## config.mk

```make
export PLATFORM = sky130hd
export DESIGN_NAME = mem_arbiter_2p
export DESIGN_NICKNAME = d
export VERILOG_FILES = /design/src/rtl/mem_arbiter_2p.sv
export SDC_FILE = /design/constraint.sdc
export NUM_CORES = 1
export LEC_CHECK = 0
export CAP_MARGIN = 30
export CORE_ASPECT_RATIO = 2
export CORE_MARGIN = 2
export CORE_UTILIZATION = 31
export DETAILED_ROUTE_END_ITERATION = 12
export PLACE_DENSITY_LB_ADDON = 0.15
export SLEW_MARGIN = 10
export SYNTH_ARGS = -nofsm -noshare
export SYNTH_HDL_FRONTEND = slang
export SYNTH_SLANG_ARGS = --single-unit
```

## constraint.sdc

```tcl
create_clock -name CLK -period 1.25 [get_ports CLK]
set_input_delay 0.25 -clock CLK [delete_from_list [all_inputs] [get_ports CLK]]
set_output_delay 0.25 -clock CLK [all_outputs]
set_load 0.005 [all_outputs]
```

## src/rtl/mem_arbiter_2p.sv

```systemverilog
// mem_arbiter_2p: two requesters sharing one synchronous single-port memory, one transfer per cycle.
// Define MEM_ARB_ROUND_ROBIN_EN for round-robin contention; otherwise port 0 always wins.
module mem_arbiter_2p #(
    parameter int ADDR_W = 4,
    parameter int DATA_W = 32
) (
    input  logic              CLK,
    input  logic              RST,
    input  logic              req0,
    input  logic              req1,
    input  logic              we0,
    input  logic              we1,
    input  logic [ADDR_W-1:0] addr0,
    input  logic [ADDR_W-1:0] addr1,
    input  logic [DATA_W-1:0] wdata0,
    input  logic [DATA_W-1:0] wdata1,
    output logic              gnt0,
    output logic              gnt1,
    output logic              rvalid0,
    output logic              rvalid1,
    output logic [DATA_W-1:0] rdata0,
    output logic [DATA_W-1:0] rdata1,
    output logic [ADDR_W-1:0] mem_Address,
    output logic [DATA_W-1:0] mem_Data_in,
    output logic              mem_W_EN,
    input  logic [DATA_W-1:0] mem_Data_out
);
    logic              w_gnt0;
    logic              w_gnt1;
    logic              w_xfer;
    logic              w_we;
    logic [ADDR_W-1:0] w_addr;
    logic [DATA_W-1:0] w_wdata;
    logic              r_w_en;
    logic [ADDR_W-1:0] r_addr;
    logic [DATA_W-1:0] r_wdata;
    logic              r_s1_v;
    logic              r_s1_id;
    logic              r_s2_v;
    logic              r_s2_id;

`ifdef MEM_ARB_ROUND_ROBIN_EN
    // r_prio=1 favours port 1; it points away from whichever port won the last transfer
    logic r_prio;
    assign w_gnt0 = !RST && req0 && (!req1 || !r_prio);
    assign w_gnt1 = !RST && req1 && (!req0 || r_prio);
    always_ff @(posedge CLK) begin
        if (RST)
            r_prio <= 1'b0;
        else if (w_xfer)
            r_prio <= w_gnt0;
    end
`else
    assign w_gnt0 = !RST && req0;
    assign w_gnt1 = !RST && req1 && !req0;
`endif

    assign w_xfer  = w_gnt0 || w_gnt1;
    assign w_we    = w_gnt1 ? we1 : we0;
    assign w_addr  = w_gnt1 ? addr1 : addr0;
    assign w_wdata = w_gnt1 ? wdata1 : wdata0;

    // Stage 1 tracks the read in the memory's address register, stage 2 the cycle Data_out holds it
    always_ff @(posedge CLK) begin
        if (RST) begin
            r_w_en  <= 1'b0;
            r_addr  <= '0;
            r_wdata <= '0;
            r_s1_v  <= 1'b0;
            r_s1_id <= 1'b0;
            r_s2_v  <= 1'b0;
            r_s2_id <= 1'b0;
        end else begin
            r_w_en  <= w_xfer && w_we;
            r_addr  <= w_xfer ? w_addr : r_addr;
            r_wdata <= w_xfer ? w_wdata : r_wdata;
            r_s1_v  <= w_xfer && !w_we;
            r_s1_id <= w_gnt1;
            r_s2_v  <= r_s1_v;
            r_s2_id <= r_s1_id;
        end
    end

    assign gnt0        = w_gnt0;
    assign gnt1        = w_gnt1;
    assign mem_W_EN    = r_w_en;
    assign mem_Address = r_addr;
    assign mem_Data_in = r_wdata;
    assign rvalid0     = r_s2_v && !r_s2_id;
    assign rvalid1     = r_s2_v && r_s2_id;
    assign rdata0      = mem_Data_out;
    assign rdata1      = mem_Data_out;

`ifndef SYNTHESIS
    a_one_hot_gnt : assert property (@(posedge CLK) !(gnt0 && gnt1));
    a_hold0 : assert property (@(posedge CLK) disable iff (RST)
        req0 && !gnt0 |=> !req0 || $stable({we0, addr0, wdata0}));
    a_hold1 : assert property (@(posedge CLK) disable iff (RST)
        req1 && !gnt1 |=> !req1 || $stable({we1, addr1, wdata1}));
`endif
endmodule

```

== Yosys cells after proc, flatten, opt, wreduce, memory -nomap -nowiden ==
Index checks and enable logic that the tools add are counted.

* Reduce and logical (&&, ||, !) cells: 12
* Mux-type cells: 3

{| class="wikitable"
|+ Operators with widths
! operator !! number
|-
| 32-bit 2-to-1 mux || 1
|-
| 1-bit logical AND || 7
|-
| 1-bit logical NOT || 4
|-
| 4-bit 2-to-1 mux || 1
|-
| 1-bit logical OR || 1
|-
| 1-bit 2-to-1 mux || 1
|}

* Word-level logic and storage cells: 22
* Input port bits: 110
* Output and inout port bits: 105
* Register bits after elaboration: 41

== Logic depth before layout (Yosys ltp) ==
* Depth after elaboration: 6
* Depth in mapped cells: 4
* Gate-level depth less buffers: 2

== Worst setup path before layout ==
No wires, ideal clock.

* Path type: input-to-output
* From: input RST
* To: output gnt1
* Path buffers: 2
* Path slack: 0.174 ns
* Stages on the path: 3
* Required time: 1.000 ns
* Arrival time: 0.826 ns
* Cell sequence: clkbuf_1 -> clkbuf_1 -> nor3b_1

* Word-level cells in the longest chain between the ends: 3

{| class="wikitable"
|+ RTL lines
! what !! RTL line !! source
|-
| start: declaration || 8 || <nowiki>input logic RST,</nowiki>
|-
| 1-bit logical NOT || 55 || <nowiki>assign w_gnt1 = !RST && req1 && !req0;</nowiki>
|-
| 1-bit logical AND (2 in a row) || 55 ||
|-
| end: declaration || 18 || <nowiki>output logic gnt1,</nowiki>
|}

Every way passes these cells.

== Worst setup path in the final report ==
* From: register r_s2_id
* To: output rvalid1

* Word-level cells in the longest chain between the ends: 1

{| class="wikitable"
|+ RTL lines
! what !! RTL line !! source
|-
| start: declaration || 40 || <nowiki>logic r_s2_id;</nowiki>
|-
| start signal: assignment || 80 || <nowiki>r_s2_id <= r_s1_id;</nowiki>
|-
| 1-bit logical AND || 90 || <nowiki>assign rvalid1 = r_s2_v && r_s2_id;</nowiki>
|-
| end: declaration || 20 || <nowiki>output logic rvalid1,</nowiki>
|}

Every way passes these cells.

==> results <==
[synth_stat cells (all sizes together)]
| cell type | count |
|---|---|
| a211oi | 36 |
| nand2b | 1 |
| nand2 | 1 |
| inv | 1 |
| nor2 | 1 |
| and2 | 1 |
| mux2i | 36 |
| nor2b | 39 |
| nor3b | 2 |
| dfxtp | 41 |
| buf | 72 |
| a21oi | 2 |
| or3b | 1 |
| nand3b | 1 |
| clkbuf | 9 |
[registers in the layout, indices dropped and copies added (netlist names)]
| register | cells |
|---|---|
| mem_Address | 4 |
| mem_Data_in | 32 |
| mem_W_EN | 1 |
| r_s1_id | 1 |
| r_s1_v | 1 |
| r_s2_id | 1 |
| r_s2_v | 1 |
[area by class of cell]
class | instances | area, um^2
sequential | 41 | 824.5
tap | 92 | 115.1
multi-input combinational | 121 | 943.4
fill | 752 | 4081
inverter | 1 | 3.754
timing repair buffer | 124 | 1162
clock buffer | 8 | 136.4
[routing by layer]
layer,vias up,GRT usage,part of all wire
met4,0,0.1275,0.059
met5,-,0,0
met2,69,0.3037,0.56
li1,867,-,-
met1,827,0.1516,0.32
met3,45,0.03635,0.066
[cells by family (layout without fill, tap and decap cells)]
| group | after synthesis | count (layout) | synth area share |
|---|---|---|---|
| AND/OR/NAND/NOR | 47 | 47 | 0.1269 |
| AO/OA/AOI/OAI | 38 | 38 | 0.1204 |
| flip-flops | 41 | 41 | 0.3527 |
| buffers and inverters | 82 | 133 | 0.2452 |
| multiplexers | 36 | 36 | 0.1548 |
[final timing paths]
kind,from,endpoint,slack [ns],cells after the start
worst max-delay path,r_s2_id,rvalid1,0.07,2
worst min register to register,r_s1_v,r_s2_v,0.43,1
worst min-delay path,r_s1_v,r_s2_v,0.43,1
worst max register to register,mem_Data_in[1],mem_Data_in[1],0.51,2
[report_power, final]
group	internal (mW)	total, mW	switching, mW	leakage, nW
clock	0.743	1.25	0.506	0.0652
combinational	0.429	0.681	0.252	0.966
sequential	1.40	1.45	0.0420	0.342
total	2.58	3.38	0.800	1.37
==> run metrics <==
Num Clock Sinks=41; initial antenna violation count=0; clk_skew=0.0001562 ns; synth top area cells=dfxtp_1 (35%), buf_4 (22%), mux2i_1 (15%), a211oi_1 (12%), nor2b_1 (10%); commonest non-fill, non-tap cell in the layout=clkdlybuf4s50_1; Peak VDD IR=0.6367 mV; synth warn=0; largest net degree at the start of global routing=42; Placed Instance Area=3092 um^2; Post-CTS Setup Repair Bufs=0; final std cells w/o fill=387; Initial DRC Count=52; Slew headroom=0.6805; Die W=65.27 um; Die ar.=just over 8000 um^2; Avg WL per Cell=between 15 and 20 um; H-tree levels=2; P_leak=1.373 nW; HP Class=reg -> reg; crit end category=output port; clk slew on worst S/H paths=0.06 ns; # IOs=215; Routability Congestion=0.7738; area leader, netlist=dfxtp_1; drt drc=0; via count=1808; Area Growth Syn to Fin=36.88%; WS Path Type=reg -> out; CTS Root Cell=clkbuf_16; Mapped Cells=244; Util after Layout=0.4384; Post-layout nets=404; first-pass GRT wire length=about 10000 um; Worst-Margin Slew=0.4793 ns; Slew Limit Fails=0; Final ANT Viol Nets=0; vias in the first global route=about 2000; f_max=848.5 MHz; PostCTS Resize Cnt=49; dpl hpwl=4803 um; Critical Path AT=0.93 ns; final hold slack=around 0.43 ns; Final Hold Fails=0; Worst path slowest cell=dfxtp_2; min cycle time layout=1.179 ns; clk buf depth=2; CTS tree=yes; Rows=44; commonest non-fill, non-tap cells in the layout=clkdlybuf4s50_1 (74), dlygate4sd2_1 (39), nor2b_1 (38), dfxtp_1 (38); Synth Net Count=354; final instance area=3186 um^2; Die Ht=126.5 um; Place WS=-0.5168 ns; Worst Setup Start Kind=register; DR pass1 iterations=4; CTS Buf Count=5; Yosys cell types=17; worst setup margin=0.07144 ns; via/cell ratio=4.672; status=finished clean; hold_buf cts=0; IO Port Bufs=between 100 and 150; share of cells above drive strength 1=0.06780; crit-path max cell delay=between 0.3 and 0.4 ns; period utilisation layout=0.9429; setup_tns=0 ns; Buf/Inv on CP=1; Synth Register Bits=41; global route overflow=0; top cell type's share of synthesized area=0.3527; synthesized area=approximately 2300 um^2; Final Power=between 3 and 4 mW; sequential cell area fraction in the yosys report=0.3527; critical-path cell list=and2_1 > clkdlybuf4s15_1; placed insts=379; delay-heaviest family, CP=flip-flops; initial core utilization=0.3202; Core Box Area=7267 um^2; synthesized area per cell=9.538 um^2; P per Cell Area=1060 nW/um^2; WL final=around 6700 um; setup violators final=0; worst-skew pair later-pin latency=0.28 ns; Worst Path Required=1.00 ns; RSZ-0062 raised after global routing=no; max_cap viols=0; diodes inserted=0; largest fanout on the critical path=2; GRT Overall Usage=0.1661
No activity file was read; power rests on OpenSTA's default activity.
